<file path="config.mk">
export PLATFORM = sky130hd
export DESIGN_NAME = mux21_rr_arbiter
export DESIGN_NICKNAME = d
export VERILOG_FILES = /design/src/rtl/mux21_rr_arbiter.sv
export SDC_FILE = /design/constraint.sdc
export NUM_CORES = 1
export LEC_CHECK = 0
export ABC_CLOCK_PERIOD_IN_PS = 1890
export BUFFER_PORTS_ARGS = -buffer_cell sky130_fd_sc_hd__clkbuf_2
export CORE_UTILIZATION = 40
export DETAILED_ROUTE_END_ITERATION = 12
export PLACE_DENSITY = 0.66
export SYNTH_ARGS = -nofsm -noshare
export SYNTH_HDL_FRONTEND = slang
export SYNTH_SLANG_ARGS = --single-unit
export TNS_END_PERCENT = 20
</file>
<file path="constraint.sdc">
create_clock -name clk -period 1.89 [get_ports clk]
set_input_delay 0.378 -clock clk [delete_from_list [all_inputs] [get_ports clk]]
set_output_delay 0.378 -clock clk [all_outputs]
set_load 0.03 [all_outputs]
</file>
<file path="src/rtl/mux21_rr_arbiter.sv">
`default_nettype none
// mux21_rr_arbiter: round-robin arbiter driving a shared 2:1 data mux with a
// registered output beat and a per-grant hold limit.
module mux21_rr_arbiter #(
   parameter int DW       = 8,
   parameter int MAX_HOLD = 4
) (
   input  logic          clk,
   input  logic          rst_n,
   input  logic          req0,
   input  logic          req1,
   input  logic [DW-1:0] din0,
   input  logic [DW-1:0] din1,
   output logic          gnt0,
   output logic          gnt1,
   output logic          sel,
   output logic [DW-1:0] dout,
   output logic          dout_valid
);

   localparam logic [1:0] S_IDLE = 2'd0;
   localparam logic [1:0] S_G0   = 2'd1;
   localparam logic [1:0] S_G1   = 2'd2;

   localparam logic [3:0] HOLD_LAST = 4'(MAX_HOLD - 1);

   logic [1:0]    state_q, state_d;
   logic          last_q, last_d;
   logic [3:0]    hold_q, hold_d;
   logic [DW-1:0] dout_q, dout_d;
   logic          dv_q, dv_d;

   logic          own_id;
   logic          own_req;
   logic          oth_req;
   logic [DW-1:0] own_din;
   logic [1:0]    oth_state;

   assign own_id    = (state_q == S_G1);
   assign own_req   = own_id ? req1 : req0;
   assign oth_req   = own_id ? req0 : req1;
   assign own_din   = own_id ? din1 : din0;
   assign oth_state = own_id ? S_G0 : S_G1;

   always_comb begin
      state_d = state_q;
      last_d  = last_q;
      hold_d  = hold_q;
      dout_d  = dout_q;
      dv_d    = 1'b0;
      case (state_q)
         S_G0, S_G1: begin
            if (!own_req) begin
               state_d = oth_req ? oth_state : S_IDLE;
               last_d  = own_id;
               hold_d  = 4'd0;
            end else begin
               dout_d = own_din;
               dv_d   = 1'b1;
               if (oth_req && (hold_q == HOLD_LAST)) begin
                  state_d = oth_state;
                  last_d  = own_id;
                  hold_d  = 4'd0;
               end else if (hold_q != HOLD_LAST) begin
                  // Saturates while the other port is quiet, so a late request
                  // from it forces a switch after exactly one more beat.
                  hold_d = hold_q + 4'd1;
               end
            end
         end
         default: begin
            if (req0 && req1) begin
               state_d = last_q ? S_G0 : S_G1;
            end else if (req0) begin
               state_d = S_G0;
            end else if (req1) begin
               state_d = S_G1;
            end else begin
               state_d = S_IDLE;
            end
         end
      endcase
   end

   always_ff @(posedge clk) begin
      if (!rst_n) begin
         state_q <= S_IDLE;
         last_q  <= 1'b1;
         hold_q  <= 4'd0;
         dout_q  <= '0;
         dv_q    <= 1'b0;
      end else begin
         state_q <= state_d;
         last_q  <= last_d;
         hold_q  <= hold_d;
         dout_q  <= dout_d;
         dv_q    <= dv_d;
      end
   end

   assign gnt0       = (state_q == S_G0);
   assign gnt1       = (state_q == S_G1);
   assign sel        = gnt1;
   assign dout       = dout_q;
   assign dout_valid = dv_q;

endmodule
`default_nettype wire
</file>
==> results.py, run 1 <==
metrics = {
    "place": {
        "dp_hpwl_um": 1529,
        "io_buffers": 31,
        "routabilityCongestion": 0.8049,
    },
    "timing": {
        "fin_skew_ns": 0.003384,
        "maxSlewViolCount": 0,
        "relSlewSlack_pct": 71.78,
        "whs_ns": 0.4279,
        "setup_viol": 0,
        "fin_crit_sh_pct": 91.34,
        "rsz0062_at_grt": "no",
        "min_period_ns": 1.726,
        "worstMarginPinSlew_ns": 0.4116,
        "clock.fmax_mhz": 579.2,
        "hold_viol": 0,
        "tns_ns": 0,
    },
    "flow_run": {
        "maxCapViolations": 0,
    },
    "yosys": {
        "ys_types": 32,
        "ys.flop_type": "dfxtp_1",
        "yosysMostFrequentCell": "nand2_1",
        "ys_ff_latch": 16,
        "netlist_area_um2": 910.9,
        "avgSynthCellArea_um2": 8.930,
        "postSynthCellCount": 102,
        "synthArstFlopShare_pct": 0,
        "ys_top_cells_by_area": "dfxtp_1 (35%), mux2i_1 (9.9%), o211a_1 (8.8%), nand2_1 (7.8%), ha_1 (5.5%)",
        "yosysWarnings": 0,
        "synth_top_cell_by_area": "dfxtp_1",
        "synth-edff-count": 0,
        "synth_fp_nets": 126,
        "yosysSeqAreaShare_pct": 35.16,
        "synth_top_area_share_pct": 35.16,
        "synth_common_cells": "nand2_1 (19), dfxtp_1 (16), mux2i_1 (9)",
    },
    "detailed_routing": {
        "routed_via_density": 5.141,
        "wl_per_cell_um": 11.99,
        "drt_wl_total_um": 1955,
        "ant_nets": 0,
        "vias": 838,
        "drt_iter0_drc": 20,
        "drc": 0,
        "dr.pass1.iters": 4,
    },
    "power_and_ir_drop": {
        "cellLeakagePower_nw": 0.5947,
        "p_per_area_nw_per_um2": 745.0,
        "total_power_mw": 0.8548,
        "max-vdd-ir-drop_v": 0.0004703,
    },
    "critical_path": {
        "crit_buf_inv": 3,
        "crit_family": "buffers and inverters",
        "crit_chain": "inv_1 > ha_1 > buf_4 > clkbuf_2",
        "worstPathRequired_ns": 1.51,
        "cp_slowest_cell": "dfxtp_1",
        "arrival_ns": 1.35,
        "path_class": "flop to primary output",
        "endpoint_kind": "primary output",
        "cp-start-kind": "flop",
        "cpPeakStageDelay_ns": 0.33,
        "crit_fanout": 7,
    },
    "floorplanning": {
        "dieArea_um2": 2472,
        "die_h_um": 49.72,
        "num_rows": 16,
        "initial_core_util_pct": 44.61,
        "coreArea_um2": 2042,
        "io_pins": 32,
        "die_w_um": 49.72,
    },
    "clock_network": {
        "htree_levels": 1,
        "cts_hold_repair.buffers": 0,
        "numCtsBuffers": 3,
        "cts_setup_buffers": 0,
        "cts_buffer_depth": 2,
        "cts_tree": "done",
        "clock-root-buffer": "clkbuf_4",
        "clkSlewWorstSetupHoldPaths_ns": 0.09,
        "clk_latency_ns": 0.28,
        "cts-resized-gates": 0,
        "cts.sinks": 16,
    },
    "grt": {
        "first_global_vias": 797,
        "antenna_found_initial": 0,
        "grt_overflow": 0,
        "grt_start_max_net_pins": 18,
        "grt_pass1_wl_um": 3353,
        "track_usage_pct": 17.65,
    },
    "cells_and_area": {
        "drive_gt1_share_pct": 33.82,
        "diodes": 0,
        "final_util_pct": 56.19,
        "nets": 161,
        "syn2layout_area_growth_pct": 25.96,
        "nFillCells": 199,
    },
    "status": {
        "status": "completed",
    },
    "worst_hold_path": {
        "hold_path.class": "input port to flop",
    },
}
kinds of logic (layout without fill, tap and decap cells):
logic type               Yosys count  in the layout  share of synthesized area (%)
AND/OR/NAND/NOR                   36             36                          21.29
AO/OA/AOI/OAI                     24             24                          21.02
flip-flops                        16             16                          35.17
buffers and inverters             12             46                          6.181
multiplexers                       9              9                          9.891
adder cells (fa/ha/maj)            4              4                          5.495
XOR/XNOR                           1              1                         0.9617
sequential cells by signal, summed over array words and instances, names as in the netlist:
signal      count
dout            8
dout_valid      1
hold_q          4
last_q          1
state_q         2
stage by stage:
stage               instance area, um^2  setup WS [ns]  cells
floorplan                         910.9         0.1564    102
global placement                   1107         0.2431    159
detailed placement                 1107         0.1558    159
CTS                                1144         0.1362    163
global route                       1147        0.05033    163
finish                             1147         0.1636    163
where the power goes:
part           leakage (nW)  internal, mW  switching (mW)
registers             0.131         0.366          0.0177
logic                 0.443        0.0978           0.145
clock network        0.0210         0.117           0.111
total                 0.595         0.581           0.274
final timing paths:
kind | startpoint | to | slack [ns] | depth (start not counted)
worst max-delay path | state_q[0]$_SDFFE_PN0P_ | sel | 0.16 | 4
worst min-delay path | req1 | state_q[1]$_SDFFE_PN0P_ | 0.43 | 2
worst max register to register | state_q[0]$_SDFFE_PN0P_ | state_q[0]$_SDFFE_PN0P_ | 0.20 | 6
worst min register to register | dout[3]$_SDFFE_PN0P_ | dout[3]$_SDFFE_PN0P_ | 0.51 | 1
layout make-up:
class | instances | area (um^2) | area share [%]
Multi-Input combinational cell | 74 | 538.0 | 46.89
Sequential cell | 16 | 320.3 | 27.92
Timing Repair Buffer | 37 | 200.2 | 17.45
Clock buffer | 4 | 36.28 | 3.162
Tap cell | 27 | 33.78 | 2.944
Inverter | 5 | 18.77 | 1.636
cell usage in the layout (no fill, tap or decap), types with 3 or more instances in the layout:
cell	instances
inv_1	5
nand2_1	19
ha_1	4
clkbuf_4	3
clkbuf_2	31
nor3_1	3
nand2b_1	4
dfxtp_1	16
a21oi_1	3
mux2i_1	9
o211a_1	8
buf_4	6
per-layer routing:
metal / share of wire (%) / up-vias / track usage [%]
met4: 0.61 / 0 / 5.714
met3: 4.7 / 2 / 3.704
li1: - / 432 / -
met2: 47 / 24 / 28.60
met5: 0 / - / 0
met1: 47 / 380 / 23.12
Power figures use the tool's default switching activity.
==> run 2: changes to the inputs <==
Settings changed: ABC_CLOCK_PERIOD_IN_PS 1890 to not set.
Clock period 1.89 ns to 1.7 ns, I/O delays scaled along.
==> run 2 against run 1 <==
Sequential share of layout area fell by 0.49 points; count of clock-buffer cells in the layout did not move; routed wire length fell by 1.1%; flip-flop and latch count did not move; sequential power rose by 11%; power rose by 12%; die area did not move; combinational power rose by 15%; global-route usage rose by 0.27 points; setup slack got worse by 0.094 ns; largest cell class unchanged; largest power group unchanged.
==> results.py, run 2 (synthesized netlist as in run 1, its figures left out) <==
metrics = {
    "status": {
        "status": "completed",
    },
    "flow_run": {
        "maxCapViolations": 0,
    },
    "timing": {
        "relSlewSlack_pct": 78.74,
        "clock.fmax_mhz": 613.5,
        "setup_viol": 0,
        "maxSlewViolCount": 0,
        "hold_viol": 0,
        "rsz0062_at_grt": "no",
        "min_period_ns": 1.630,
        "worstMarginPinSlew_ns": 0.3139,
        "fin_crit_sh_pct": 95.88,
        "fin_skew_ns": 0.005342,
        "tns_ns": 0,
        "worst_slack_ns": 0.06998,
    },
    "cells_and_area": {
        "final_cell_mix": "clkbuf_2 (29), nand2_1 (19), dfxtp_1 (15)",
        "largest_reg_flops": 8,
        "nets": 161,
        "final_common_cell": "clkbuf_2",
        "drive_gt1_share_pct": 36.76,
        "syn2layout_area_growth_pct": 28.71,
        "diodes": 0,
        "final_util_pct": 57.41,
    },
    "grt": {
        "first_global_vias": 775,
        "antenna_found_initial": 0,
        "grt_overflow": 0,
        "grt_start_max_net_pins": 18,
        "grt_pass1_wl_um": 3325,
        "track_usage_pct": 17.92,
    },
    "clock_network": {
        "cts_buffer_depth": 2,
        "clock-root-buffer": "clkbuf_4",
        "clkSlewWorstSetupHoldPaths_ns": 0.09,
        "htree_levels": 1,
        "cts_setup_buffers": 0,
        "cts_tree": "done",
        "clk_latency_ns": 0.28,
        "cts.sinks": 16,
        "numCtsBuffers": 3,
    },
    "place": {
        "io_buffers": 31,
        "pre_cts_slack_ns": 0.02897,
        "dp_hpwl_um": 1467,
        "routabilityCongestion": 0.8725,
    },
    "worst_hold_path": {
        "min_path_cells": 2,
        "hold_path.class": "input port to flop",
    },
    "power_and_ir_drop": {
        "p_per_area_nw_per_um2": 815.6,
        "seqPwrFrac_pct": 44.7,
        "total_power_mw": 0.9562,
        "clockPowerShare_pct": 26.0,
        "max-vdd-ir-drop_v": 0.0004882,
        "pwr-share-comb_pct": 29.3,
        "p_int_mw": 0.6544,
        "p_sw_mw": 0.3018,
        "cellLeakagePower_nw": 0.5954,
        "p_sw_share_pct": 31.56,
    },
    "critical_path": {
        "crit_fanout": 10,
        "crit_chain": "ha_4 > buf_6 > clkbuf_4",
        "cp-start-kind": "flop",
        "cpPeakStageDelay_ns": 0.42,
        "endpoint_kind": "primary output",
        "arrival_ns": 1.29,
        "path_class": "flop to primary output",
        "worstPathRequired_ns": 1.36,
        "reg2regPathDepth": 6,
        "cp_slowest_cell": "dfxtp_1",
    },
    "floorplanning": {
        "dieArea_um2": 2472,
        "die_w_um": 49.72,
        "die_h_um": 49.72,
        "io_pins": 32,
        "num_rows": 16,
        "initial_core_util_pct": 44.61,
        "coreArea_um2": 2042,
    },
    "detailed_routing": {
        "wl_per_cell_um": 11.86,
        "vias": 836,
        "ant_nets": 0,
        "drt_wl_total_um": 1933,
        "drc": 0,
        "drt_iter0_drc": 10,
        "dr.pass1.iters": 4,
        "routed_via_density": 5.129,
    },
}
[run 2: layout make-up]
cell class | instances | area (um^2)
inverters | 5 | 18.77
repair buffers | 37 | 209.0
fillers | 218 | 869.6
clock buffers | 4 | 36.28
multi-input cells | 74 | 553.0
flip-flops and latches | 16 | 321.6
well taps | 27 | 33.78
[run 2: worst paths after layout]
path | from | endpoint | slack, ns
setup / recovery | state_q[1]$_SDFFE_PN0P_ | sel | 0.07
hold / removal | req1 | state_q[1]$_SDFFE_PN0P_ | 0.39
setup reg to reg | state_q[0]$_SDFFE_PN0P_ | hold_q[0]$_SDFFE_PN0P_ | 0.11
hold reg to reg | hold_q[0]$_SDFFE_PN0P_ | hold_q[0]$_SDFFE_PN0P_ | 0.50
[run 2: metrics by stage]
stage	std cells	area (um^2)	hold WS, ns
after floorplan	102	913.4	0.4741
after global placement	159	1110	0.4868
after detailed placement	159	1110	0.4895
after CTS	163	1165	0.3773
after global routing	163	1172	0.3964
final	163	1172	0.3897
[run 2: power by group through the flow]
| stage | Clock (mW) | Sequential [mW] | Combinational [mW] |
|---|---|---|---|
| after floorplan | 0 | 0.475 | 0.146 |
| after global placement | 0 | 0.434 | 0.267 |
| after global routing | 0.282 | 0.432 | 0.305 |
| after CTS | 0.258 | 0.427 | 0.276 |
| final | 0.249 | 0.428 | 0.280 |
| after detailed placement | 0 | 0.434 | 0.270 |
[run 2: layer usage]
metal / routed length, um / global-route usage [%] / vias to the layer above
li1: - / - / 437
met1: 933 / 21.66 / 371
met2: 875 / 29.73 / 24
met3: 89 / 4.012 / 4
met4: 34 / 8.571 / 0
met5: 0 / 0 / -
[run 2: repair_timing]
action,CTS,global route
pin swaps,0,0
endpoints found under the setup margin,2,14
hold buffers,0,0
gates resized for setup,4,5
[run 2: critical path: cells and delay by family (launching register included)]
kind,cells,cell delay (ns)
buffers and inverters,2,0.37
DFF,1,0.42
adders and majority gates,1,0.21
==> run 3: changes to the inputs <==
Settings changed: CELL_PAD_IN_SITES_DETAIL_PLACEMENT set to 0, CELL_PAD_IN_SITES_GLOBAL_PLACEMENT set to 1, CORE_ASPECT_RATIO set to 0.5, CORE_UTILIZATION 40 to 35, GPL_TIMING_DRIVEN set to 1, PLACE_DENSITY 0.66 to not set, PLACE_DENSITY_LB_ADDON set to 0.1.
Clock period 1.7 ns to 1.51 ns, I/O delays scaled along.
==> run 3 against run 2 <==
Count of clock-buffer cells in the layout unchanged; critical endpoint is now hold_q[0]$_SDFFE_PN0P_; sequential share of layout area down 4.3 points; die area up 14%; the run now ends with negative setup slack left; critical path type is now flop to flop.
==> results.py, run 3 (synthesized netlist as in run 1, its figures left out) <==
metrics = {
    "place": {
        "pre_cts_slack_ns": -0.04346,
        "placed_cells": 179,
        "io_buffers": 31,
        "routabilityCongestion": 0.7786,
        "dp_hpwl_um": 1656,
    },
    "floorplanning": {
        "coreArea_um2": 2342,
        "die_h_um": 38.08,
        "dieArea_um2": 2823,
        "die_w_um": 74.15,
        "num_rows": 12,
        "io_pins": 32,
        "initial_core_util_pct": 38.89,
    },
    "critical_path": {
        "endpoint_kind": "flop",
        "arrival_ns": 1.70,
        "cpPeakStageDelay_ns": 0.54,
        "crit_chain": "inv_4 > ha_4 > or4b_4 > a21oi_4 > nor2_4 > o32ai_2",
        "crit_fanout": 4,
        "reg2reg_to": "hold_q[0]$_SDFFE_PN0P_",
        "r2r_setup_slack_ns": -0.03,
        "cp_slowest_cell": "or4b_4",
        "reg2regPathDepth": 6,
        "r2r-start": "state_q[0]$_SDFFE_PN0P_",
        "path_class": "flop to flop",
        "cp-start-kind": "flop",
        "worstPathRequired_ns": 1.67,
    },
    "detailed_routing": {
        "wl_per_cell_um": 12.16,
        "drt_iter0_drc": 28,
        "vias": 888,
        "routed_via_density": 4.774,
        "drc": 0,
        "drt_wl_total_um": 2262,
        "ant_nets": 0,
        "dr.pass1.iters": 4,
    },
    "cells_and_area": {
        "final_cell_mix": "clkbuf_2 (29), buf_4 (20), nand2_1 (18)",
        "final_common_cell": "clkbuf_2",
        "nFillCells": 226,
        "final_util_pct": 60.04,
        "syn2layout_area_growth_pct": 54.40,
        "final_cells": 186,
        "drive_gt1_share_pct": 49.67,
        "largest_reg_flops": 8,
        "diodes": 0,
        "nets": 176,
    },
    "timing": {
        "min_period_ns": 1.537,
        "relSlewSlack_pct": 74.42,
        "rsz0062_at_grt": "yes",
        "worstMarginPinSlew_ns": 0.3829,
        "worst_slack_ns": -0.02704,
        "fin_crit_sh_pct": 101.8,
        "fin_skew_ns": 0.004816,
        "clock.fmax_mhz": 650.6,
        "hold_viol": 0,
        "maxSlewViolCount": 0,
        "setup_viol": 2,
    },
    "grt": {
        "grt_overflow": 0,
        "grt_pass1_wl_um": 3525,
        "first_global_vias": 812,
        "track_usage_pct": 17.06,
        "antenna_found_initial": 0,
        "grt_start_max_net_pins": 18,
    },
    "power_and_ir_drop": {
        "cellLeakagePower_nw": 0.6945,
        "clockPowerShare_pct": 30.0,
        "p_per_area_nw_per_um2": 900.9,
        "seqPwrFrac_pct": 38.2,
        "pwr-share-comb_pct": 31.8,
        "p_int_mw": 0.8834,
        "p_sw_mw": 0.3835,
        "max-vdd-ir-drop_v": 0.0006078,
        "p_sw_share_pct": 30.27,
    },
    "clock_network": {
        "clk_latency_ns": 0.25,
        "cts_tree": "done",
        "cts_buffer_depth": 2,
        "clkSlewWorstSetupHoldPaths_ns": 0.07,
        "cts.sinks": 16,
        "numCtsBuffers": 3,
        "htree_levels": 1,
        "clock-root-buffer": "clkbuf_8",
    },
    "worst_hold_path": {
        "min_path_cells": 4,
        "hold_path.class": "input port to flop",
        "hold_path_end": "dout[7]$_SDFFE_PN0P_",
        "hp-start": "din0[7]",
    },
    "status": {
        "violations": "negative setup slack",
        "status": "complete, but fails checks",
    },
    "flow_run": {
        "maxCapViolations": 0,
    },
}
==> run 3: metal layers <==
layer / part of all wire, % / up-vias / track usage [%] / wire length, um
met4: 0.93 / 0 / 1.442 / 21
met3: 4.8 / 2 / 5.526 / 108
met1: 49 / 394 / 21.85 / 1119
met5: 0 / - / 0 / 0
met2: 45 / 30 / 29.32 / 1012
li1: - / 462 / - / -
==> run 3: repair_timing <==
action / in CTS / in global routing
endpoints found under the hold margin: 0 / 0
resized for setup: 5 / 19
endpoints found under the setup margin: 5 / 16
pin swaps: 1 / 8
hold buffers: 0 / 0
cloned: 0 / 0
setup buffers: 0 / 3
==> run 3: worst max path at each step <==
stage                                  startpoint                 endpoint  slack [ns]  depth (start not counted)
after floorplan            hold_q[0]$_SDFFE_PN0P_  state_q[1]$_SDFFE_PN0P_      -0.007                          5
after global placement    state_q[0]$_SDFFE_PN0P_   hold_q[0]$_SDFFE_PN0P_      -0.008                          6
after detailed placement  state_q[0]$_SDFFE_PN0P_   hold_q[0]$_SDFFE_PN0P_       -0.04                          6
after CTS                 state_q[0]$_SDFFE_PN0P_   hold_q[0]$_SDFFE_PN0P_       -0.03                          6
after global routing      state_q[0]$_SDFFE_PN0P_   hold_q[0]$_SDFFE_PN0P_       -0.08                          6
final                     state_q[0]$_SDFFE_PN0P_   hold_q[0]$_SDFFE_PN0P_       -0.03                          6
==> run 3: critical path, delay by kind of cell, from the launching register on <==
| family | cells | cell delay, ns |
|---|---|---|
| simple gates | 2 | 0.59 |
| buf+inv | 1 | 0.05 |
| compound gates | 2 | 0.28 |
| flops | 1 | 0.35 |
| fa+ha+maj | 1 | 0.17 |
==> run 3: final cells by class <==
cell class                 instances  area (um^2)  area share, %
inverter                           5        21.27          1.512
tap                               35        43.79          3.114
timing repair buffer              52        341.6          24.29
clock buffer                       4        55.05          3.915
multi-input combinational         74        619.3          44.04
sequential                        16        325.3          23.13
==> run 3: through the flow <==
stage | setup TNS, ns | power (mW) | area, um^2 | hold WS, ns
after floorplan | -0.006815 | 0.7073 | 929.6 | 0.4361
after global placement | -0.007504 | 0.8474 | 1236 | 0.4798
after detailed placement | -0.06125 | 0.8476 | 1236 | 0.4867
after CTS | -0.06564 | 1.239 | 1309 | 0.3959
after global routing | -0.2634 | 1.337 | 1406 | 0.4175
final | -0.03930 | 1.267 | 1406 | 0.3992
==> run 3: power groups by stage <==
stage | combinational, mW | sequential, mW | clock, mW
2_1_floorplan | 0.171 | 0.536 | 0
3_3_place_gp | 0.361 | 0.487 | 0
3_5_place_dp | 0.360 | 0.488 | 0
4_1_cts | 0.366 | 0.479 | 0.394
5_1_grt | 0.437 | 0.488 | 0.412
6_report | 0.403 | 0.484 | 0.381
